File: src/rtl/lcd_frame_arbiter.sv
// rtl/lcd_frame_arbiter.sv - round-robin packet arbiter for the LCD pixel FIFO write side
module lcd_frame_arbiter #(
    parameter int DATA_W  = 64,
    parameter int EMPTY_W = 3,
    parameter int TIMEOUT = 1024
) (
    input  logic               wrclk,
    input  logic               wrreset_n,
    input  logic               arb_enable,
    input  logic [DATA_W-1:0]  in0_data,
    input  logic [EMPTY_W-1:0] in0_empty,
    input  logic               in0_sop,
    input  logic               in0_eop,
    input  logic               in0_valid,
    output logic               in0_ready,
    input  logic [DATA_W-1:0]  in1_data,
    input  logic [EMPTY_W-1:0] in1_empty,
    input  logic               in1_sop,
    input  logic               in1_eop,
    input  logic               in1_valid,
    output logic               in1_ready,
    output logic [DATA_W-1:0]  out_data,
    output logic [EMPTY_W-1:0] out_empty,
    output logic               out_sop,
    output logic               out_eop,
    output logic               out_valid,
    input  logic               out_ready,
    output logic [1:0]         grant,
    output logic [15:0]        frame_count,
    output logic [15:0]        drop_count,
    output logic [7:0]         abort_count
);

    localparam logic [15:0] STALL_LIMIT = 16'(TIMEOUT - 1);

    typedef enum logic [1:0] {IDLE, GRANT0, GRANT1, ABORT} state_t;

    state_t      state;
    logic        last_grant;
    logic [15:0] stall_cnt;

    logic        cand0;
    logic        cand1;
    logic        pick1;
    logic        drop0;
    logic        drop1;
    logic        cur_src;
    logic        sel_valid;
    logic        sel_eop;
    logic [16:0] drop_sum;

    assign cand0     = in0_valid & in0_sop;
    assign cand1     = in1_valid & in1_sop;
    // Source 1 wins when it is the only candidate, or when both contend and source 0 owned last.
    assign pick1     = cand1 & (~cand0 | ~last_grant);
    assign drop0     = (state == IDLE) & in0_valid & ~in0_sop;
    assign drop1     = (state == IDLE) & in1_valid & ~in1_sop;
    assign cur_src   = (state == GRANT1);
    assign sel_valid = cur_src ? in1_valid : in0_valid;
    assign sel_eop   = cur_src ? in1_eop : in0_eop;
    assign drop_sum  = {1'b0, drop_count} + 17'(drop0) + 17'(drop1);

    // Zero-latency beat mux and ready steering; sources are held off while reset is asserted.
    always_comb begin
        out_data  = '0;
        out_empty = '0;
        out_sop   = 1'b0;
        out_eop   = 1'b0;
        out_valid = 1'b0;
        in0_ready = 1'b0;
        in1_ready = 1'b0;
        case (state)
            IDLE: begin
                in0_ready = drop0 & wrreset_n;
                in1_ready = drop1 & wrreset_n;
            end
            GRANT0: begin
                out_data  = in0_data;
                out_empty = in0_empty;
                out_sop   = in0_sop;
                out_eop   = in0_eop;
                out_valid = in0_valid;
                in0_ready = out_ready;
            end
            GRANT1: begin
                out_data  = in1_data;
                out_empty = in1_empty;
                out_sop   = in1_sop;
                out_eop   = in1_eop;
                out_valid = in1_valid;
                in1_ready = out_ready;
            end
            ABORT: begin
                out_valid = 1'b1;
                out_eop   = 1'b1;
            end
            default: ;
        endcase
    end

    // Ownership FSM, stall watchdog and statistics counters.
    always_ff @(posedge wrclk or negedge wrreset_n) begin
        if (!wrreset_n) begin
            state       <= IDLE;
            grant       <= 2'b00;
            last_grant  <= 1'b1;
            stall_cnt   <= '0;
            frame_count <= '0;
            drop_count  <= '0;
            abort_count <= '0;
        end else begin
            drop_count <= drop_sum[16] ? 16'hFFFF : drop_sum[15:0];
            case (state)
                IDLE: begin
                    if (arb_enable && (cand0 || cand1)) begin
                        state     <= pick1 ? GRANT1 : GRANT0;
                        grant     <= pick1 ? 2'b10 : 2'b01;
                        stall_cnt <= '0;
                    end
                end
                GRANT0, GRANT1: begin
                    if (sel_valid && out_ready) begin
                        stall_cnt <= '0;
                        if (sel_eop) begin
                            state       <= IDLE;
                            grant       <= 2'b00;
                            last_grant  <= cur_src;
                            frame_count <= frame_count + 16'd1;
                        end
                    end else if (!sel_valid) begin
                        if (stall_cnt == STALL_LIMIT) begin
                            // last_grant is recorded here; nothing reads it before ABORT ends.
                            state      <= ABORT;
                            grant      <= 2'b00;
                            last_grant <= cur_src;
                            if (abort_count != 8'hFF) begin
                                abort_count <= abort_count + 8'd1;
                            end
                        end else begin
                            stall_cnt <= stall_cnt + 16'd1;
                        end
                    end
                end
                ABORT: begin
                    if (out_ready) begin
                        state <= IDLE;
                    end
                end
                default: state <= IDLE;
            endcase
        end
    end

endmodule
File: config.mk
export PLATFORM = sky130hd
export DESIGN_NAME = lcd_frame_arbiter
export DESIGN_NICKNAME = d
export VERILOG_FILES = /design/src/rtl/lcd_frame_arbiter.sv
export SDC_FILE = /design/constraint.sdc
export NUM_CORES = 1
export LEC_CHECK = 0
export CAP_MARGIN = 20
export CORE_MARGIN = 4
export CORE_UTILIZATION = 40
export DETAILED_ROUTE_END_ITERATION = 10
export GPL_ROUTABILITY_DRIVEN = 0
export PLACE_DENSITY_LB_ADDON = 0.25
export SYNTH_ARGS = -nofsm -noshare
export SYNTH_HDL_FRONTEND = slang
export SYNTH_SLANG_ARGS = --single-unit
File: constraint.sdc
create_clock -name wrclk -period 5.4 [get_ports wrclk]
set_clock_uncertainty 0.15 [all_clocks]
set_input_delay 0.81 -clock wrclk [delete_from_list [all_inputs] [get_ports wrclk]]
set_output_delay 0.81 -clock wrclk [all_outputs]
set_load 0.05 [all_outputs]
==> flow_summary.yaml, run 1 <==
sta:
  drv_slew: 0
  tightest_slew_ns: 0.963
  rsz0062_at_grt: "no"
  final.period_utilization: 0.786
  setup-violations-final: 0
  slew_headroom: 0.356
  period_minus_slack_ns: 4.25
  fin_setup_tns_ns: 0
  finalHoldViolations: 0
  max_freq_mhz: 235
grt:
  grt_use_total: 0.257
  first_global_vias: 4808
  antenna_found_initial: 0
  grt_overflow: 0
  grt_max_degree: 81
  grt_first_pass_wirelength_mm: 25.7
setup_path:
  crit_slowest_cell: "clkdlybuf4s50_1"
  reg2reg_to: "stall_cnt[13]$_DFFE_PN0P_"
  r2r_cells: 7
  worstPathRequired_ns: 4.44
  path_cells: "inv_1 > ha_2 > buf_4 > a22oi_1 > nor2b_1 > clkdlybuf4s50_1"
  r2r_slack_ns: 2.06
  crit_arrival_ns: 3.29
  max_stage_delay_ns: 0.85
  startpoint_type: "flip-flop"
  crit_fanout: 40
  end_kind: "output port"
  crit_type: "flip-flop to output port"
  rr_startpoint: "state[0]$_DFFE_PN0P_"
synth:
  synth_top_flop_cell: "dfrtp_1"
  synth_cells: 483
  synth_seq_cells: 61
  synth_warnings: 0
  synth_fp_nets: 637
  synth.avg_cell_area_um2: 8.73
  synth-edff-count: 0
  postSynth.asyncResetShare: 1.00
  synth_cell_types: 49
  syn_area_um2: 4220
  ys_seq_area_frac: 0.362
die:
  fp-row-count: 37
  start_util: 0.410
  ios: 258
  die_y_um: 111
  die-area_um2: 12300
  die_w_um: 111
  core_um2: 10300
clocking:
  htreeDepth: 3
  cts.clk_slew.worst_paths_ns: 0.06
  cts_setup_buffers: 0
  cts_resized: 0
  cts.sinks: 61
  clk_latency_ns: 0.34
  numCtsBuffers: 9
  clockBufferDepth: 2
  cts_hold_buffers: 0
  clock_tree.root_cell: "clkbuf_8"
  cts_tree: "built"
finish:
  regArea_um2: 1530
  multi_input_area_um2: 2530
  area_growth_pct: 68.1
  drive_gt1_frac: 0.0550
  antennaDiodeCount: 0
  final_common_cell: "clkdlybuf4s50_1"
  nets: 877
  fillCellCount: 828
  layout_common_cells: "clkdlybuf4s50_1 (256), a22oi_1 (69), nor2b_1 (69)"
  design_area_um2: 7090
placed_design:
  placed_cell_area_um2: 6850
  numPortBuffers: 257
  hpwlAfterDp_mm: 12.4
drt:
  drtIter0Drc: 496
  drt-total-wl_mm: 16.2
  wl_per_cell_um: 18.7
  ant_nets: 0
  viasPerCell: 5.43
  vias: 4690
  drc: 0
  drtPass1Iterations: 5
pwr:
  powerDensity_nw_per_um2: 556
  total_power_mw: 3.94
  vdd_drop_max_uv: 443
  leakagePower_nw: 2.75
flow_run:
  max_cap_violations: 0
worst_hold_path:
  min_path_cells: 1
  min_to: "frame_count[15]$_DFFE_PN0P_"
  hp-class: "flip-flop to flip-flop"
  worstHoldStart: "frame_count[15]$_DFFE_PN0P_"
run_status:
  status: "finished, final reports clean"
layout make-up:
cell class / instances / share of cell area
clock inverter: 4 / 0.0102
inverter: 9 / 0.00477
sequential: 61 / 0.216
timing repair buffer: 261 / 0.368
tap: 136 / 0.0240
multi-input combinational: 381 / 0.357
clock buffer: 11 / 0.0199
synthesized netlist by cell type (2+ instances only):
| cell | count | area share |
|---|---|---|
| nor3_1 | 4 | 0.0047 |
| buf_2 | 3 | 0.0036 |
| nor2b_1 | 69 | 0.10 |
| o211a_1 | 2 | 0.0047 |
| mux2_2 | 7 | 0.019 |
| nor2_1 | 16 | 0.014 |
| nand2_1 | 51 | 0.045 |
| ha_1 | 9 | 0.027 |
| or3_1 | 6 | 0.0089 |
| clkbuf_1 | 27 | 0.024 |
| xor2_1 | 12 | 0.025 |
| dfrtp_1 | 60 | 0.36 |
| o31ai_1 | 8 | 0.014 |
| and4_1 | 2 | 0.0042 |
| o211ai_1 | 2 | 0.0036 |
| a21oi_1 | 13 | 0.015 |
| nand2b_1 | 2 | 0.0030 |
| o21ai_0 | 17 | 0.020 |
| nor3_2 | 2 | 0.0047 |
| or2_2 | 2 | 0.0030 |
| a221oi_1 | 2 | 0.0042 |
| nand3_1 | 19 | 0.023 |
| nand4_1 | 13 | 0.019 |
| and3_1 | 9 | 0.013 |
| a22oi_1 | 69 | 0.12 |
| or4_1 | 7 | 0.012 |
| and2_1 | 2 | 0.0030 |
| inv_1 | 9 | 0.0080 |
| xnor2_1 | 18 | 0.037 |
| nand3b_1 | 2 | 0.0036 |
layer usage:
layer | part of all wire | up-vias | track usage
li1 | - | 2220 | -
met5 | 0 | - | 0
met4 | 0.020 | 0 | 0.0558
met3 | 0.080 | 25 | 0.0862
met2 | 0.48 | 232 | 0.424
met1 | 0.42 | 2213 | 0.329
through the flow:
| stage | util | hold slack [ns] | cells | worst slack, ns |
|---|---|---|---|---|
| finish | 0.690 | 0.322 | 863 | 1.15 |
| global route | 0.690 | 0.363 | 863 | 0.909 |
| CTS | 0.688 | 0.330 | 862 | 1.14 |
| detailed placement | 0.667 | 0.320 | 847 | 1.56 |
| global placement | 0.667 | 0.313 | 847 | 1.62 |
| floorplan | - | 0.291 | 483 | 2.24 |
critical path, delay by kind of cell, from the launching register on:
family,cells,cell delay [ns]
fa+ha+maj,1,0.65
buf+inv,3,1.50
compound gates,1,0.16
flops,1,0.42
simple gates,1,0.22
flip-flops by register name, summed over array words and instances (netlist names):
signal and count:
drop_count 16, frame_count 16, stall_cnt 16, abort_count 8, grant 2, state 2
last_grant 1
worst max path at each step:
stage / cells past startpoint / to / from
floorplan: 6 / out_data[21] / state[0]$_DFFE_PN0P_
global placement: 6 / out_data[55] / state[0]$_DFFE_PN0P_
detailed placement: 6 / out_data[55] / state[0]$_DFFE_PN0P_
CTS: 6 / out_data[55] / state[0]$_DFFE_PN0P_
global route: 6 / out_data[55] / state[0]$_DFFE_PN0P_
finish: 6 / out_data[55] / state[0]$_DFFE_PN0P_
kinds of logic after synthesis:
group / synth area share
AO/OA/AOI/OAI: 0.209
XOR/XNOR: 0.0623
adder cells (fa/ha/maj): 0.0314
buffers and inverters: 0.0392
flip-flops: 0.362
multiplexers: 0.0246
AND/OR/NAND/NOR: 0.271
power by group:
| part | internal (mW) | total, mW | switching (mW) |
|---|---|---|---|
| clock | 0.269 | 0.447 | 0.177 |
| sequential | 0.521 | 0.587 | 0.0664 |
| combinational | 1.03 | 2.91 | 1.89 |
Note: power is estimated with default switching activity, not from simulation.
==> inputs of run 2 (changes only) <==
--- a/config.mk
+++ b/config.mk
@@ -7,7 +7,7 @@
 export LEC_CHECK = 0
 export CAP_MARGIN = 20
 export CORE_MARGIN = 4
-export CORE_UTILIZATION = 40
+export CORE_UTILIZATION = 34
 export DETAILED_ROUTE_END_ITERATION = 10
 export GPL_ROUTABILITY_DRIVEN = 0
 export PLACE_DENSITY_LB_ADDON = 0.25
==> constraint.sdc (replaced) <==
create_clock -name wrclk -period 3.65 [get_ports wrclk]
set_clock_uncertainty 0.15 [all_clocks]
set_input_delay 0.5475 -clock wrclk [delete_from_list [all_inputs] [get_ports wrclk]]
set_output_delay 0.5475 -clock wrclk [all_outputs]
set_load 0.05 [all_outputs]
==> run 2 against run 1 <==
Effect of this change: cell count increased by 4.4%; non-clock buffer count increased by 5; global-route usage decreased by 4.0 points; worst hold slack got worse by 0.018 ns; flip-flop and latch count unchanged; largest power group unchanged; utilization decreased by 9.0 points; largest cell class unchanged; sequential share of layout area decreased by 0.43 points; critical path type unchanged; die area increased by 16%.
==> flow_summary.yaml, run 2 (same netlist as run 1, synthesis figures left out) <==
sta:
  drv_slew: 0
  max_freq_mhz: 300
  tightest_slew_ns: 0.770
  period_minus_slack_ns: 3.34
  finalHoldViolations: 0
  setup-violations-final: 0
  final.period_utilization: 0.914
  slew_headroom: 0.487
  rsz0062_at_grt: "no"
  fin_setup_tns_ns: 0
drt:
  drc: 0
  wl_per_cell_um: 18.1
  drtIter0Drc: 277
  drtPass1Iterations: 5
  ant_nets: 0
  drt-total-wl_mm: 16.3
  viasPerCell: 5.19
  vias: 4677
die:
  ios: 258
  fp-row-count: 40
  die_w_um: 119
  core_um2: 12100
  start_util: 0.350
  die-area_um2: 14300
  die_y_um: 119
clocking:
  clock_tree.root_cell: "clkbuf_16"
  clockBufferDepth: 2
  cts_resized: 0
  htreeDepth: 3
  cts.sinks: 61
  cts_tree: "built"
  cts_setup_buffers: 0
  cts_hold_buffers: 0
  cts.clk_slew.worst_paths_ns: 0.05
  clk_latency_ns: 0.32
  numCtsBuffers: 9
grt:
  grt_max_degree: 72
  grt_first_pass_wirelength_mm: 25.3
  first_global_vias: 4665
  antenna_found_initial: 1
  grt_overflow: 0
  grt_use_total: 0.217
finish:
  fillCellCount: 1054
  area_growth_pct: 71.4
  reg.largest.list: "drop_count (16), frame_count (16), stall_cnt (16)"
  antennaDiodeCount: 0
  final_cells: 901
  nets: 882
  drive_gt1_frac: 0.0819
  final_common_cell: "clkdlybuf4s50_1"
  layout_common_cells: "clkdlybuf4s50_1 (243), a22oi_1 (69), nor2b_1 (69)"
setup_path:
  r2r_slack_ns: 0.55
  crit_path_end: "out_data[62]"
  critPathLaunch: "state[1]$_DFFE_PN0P_"
  crit_type: "flip-flop to output port"
  rr_startpoint: "state[1]$_DFFE_PN0P_"
  crit_arrival_ns: 2.64
  worstPathRequired_ns: 2.95
  r2r_cells: 11
  reg2reg_to: "drop_count[14]$_DFF_PN0_"
  crit_fanout: 58
  end_kind: "output port"
  startpoint_type: "flip-flop"
placed_design:
  placed_cells: 885
  hpwlAfterDp_mm: 12.5
  numPortBuffers: 257
pwr:
  powerDensity_nw_per_um2: 834
  total_power_mw: 6.03
  leakagePower_nw: 2.84
  power_frac_seq: 0.146
  switching_share: 0.531
  p_int_mw: 2.83
  vdd_drop_max_uv: 537
  power.switching_mw: 3.20
  pwr-share-comb: 0.721
  pwr-share-clk: 0.133
flow_run:
  max_cap_violations: 0
worst_hold_path:
  hp-class: "primary input to asynchronous set/reset pin"
run_status:
  status: "finished, final reports clean"
## run 2: cell types whose count changed in the layout (fill, tap and decap cells not counted), sizes merged
| cell | delta |
|---|---|
| bufinv | -2 |
| inv | +1 |
| buf | +18 |
| clkinv | +1 |
| clkinvlp | +1 |
| clkdlybuf4s50 | -13 |
## run 2: per-layer routing
layer,share of wire,wire [um],up-vias,global-route usage
met3,0.086,1400,18,0.0769
met2,0.48,7840,180,0.354
li1,-,-,2240,-
met1,0.42,6880,2237,0.282
met4,0.0095,154,2,0.0344
met5,0.00043,7,-,0
## run 2: cell type report
cell class,instances,area (um^2),area share
inverters,9,33.8,0.00467
well taps,168,210,0.0291
repair buffers,266,2640,0.365
multi-input cells,381,2530,0.350
clock buffers,11,253,0.0350
clock inverters,5,33.8,0.00467
flip-flops and latches,61,1530,0.211
## run 2: critical path, cell delays in order, from the launching register on
cell,delay (ns)
dfrtp_1,0.42
inv_1,0.11
ha_2,0.50
buf_12,0.25
nor2b_1,0.15
clkdlybuf4s50_1,0.86
## run 2: through the flow
step	worst slack, ns	instance area [um^2]	hold slack [ns]	utilization
4_1_cts	0.328	7230	0.326	0.599
2_1_floorplan	0.750	4220	0.102	-
3_3_place_gp	0.314	6940	0.311	0.576
6_report	0.313	7230	0.304	0.599
3_5_place_dp	0.197	6940	0.314	0.576
5_1_grt	0.161	7230	0.344	0.599
## run 2: worst min path at each step
stage	slack, ns	from	to	cells after the start
2_1_floorplan	0.10	wrreset_n	abort_count[0]$_DFFE_PN0P_	0
3_3_place_gp	0.31	frame_count[15]$_DFFE_PN0P_	frame_count[15]$_DFFE_PN0P_	1
3_5_place_dp	0.31	frame_count[15]$_DFFE_PN0P_	frame_count[15]$_DFFE_PN0P_	1
4_1_cts	0.33	wrreset_n	frame_count[13]$_DFFE_PN0P_	2
5_1_grt	0.34	frame_count[15]$_DFFE_PN0P_	frame_count[15]$_DFFE_PN0P_	1
6_report	0.30	wrreset_n	stall_cnt[15]$_DFFE_PN0P_	2
## run 2: power groups by stage
stage	Combinational (mW)	Sequential [mW]	Clock (mW)
finish	4.35	0.882	0.800
global route	4.60	0.898	0.849
CTS	4.36	0.879	0.815
detailed placement	4.35	0.885	0
global placement	4.29	0.879	0
floorplan	2.74	1.07	0
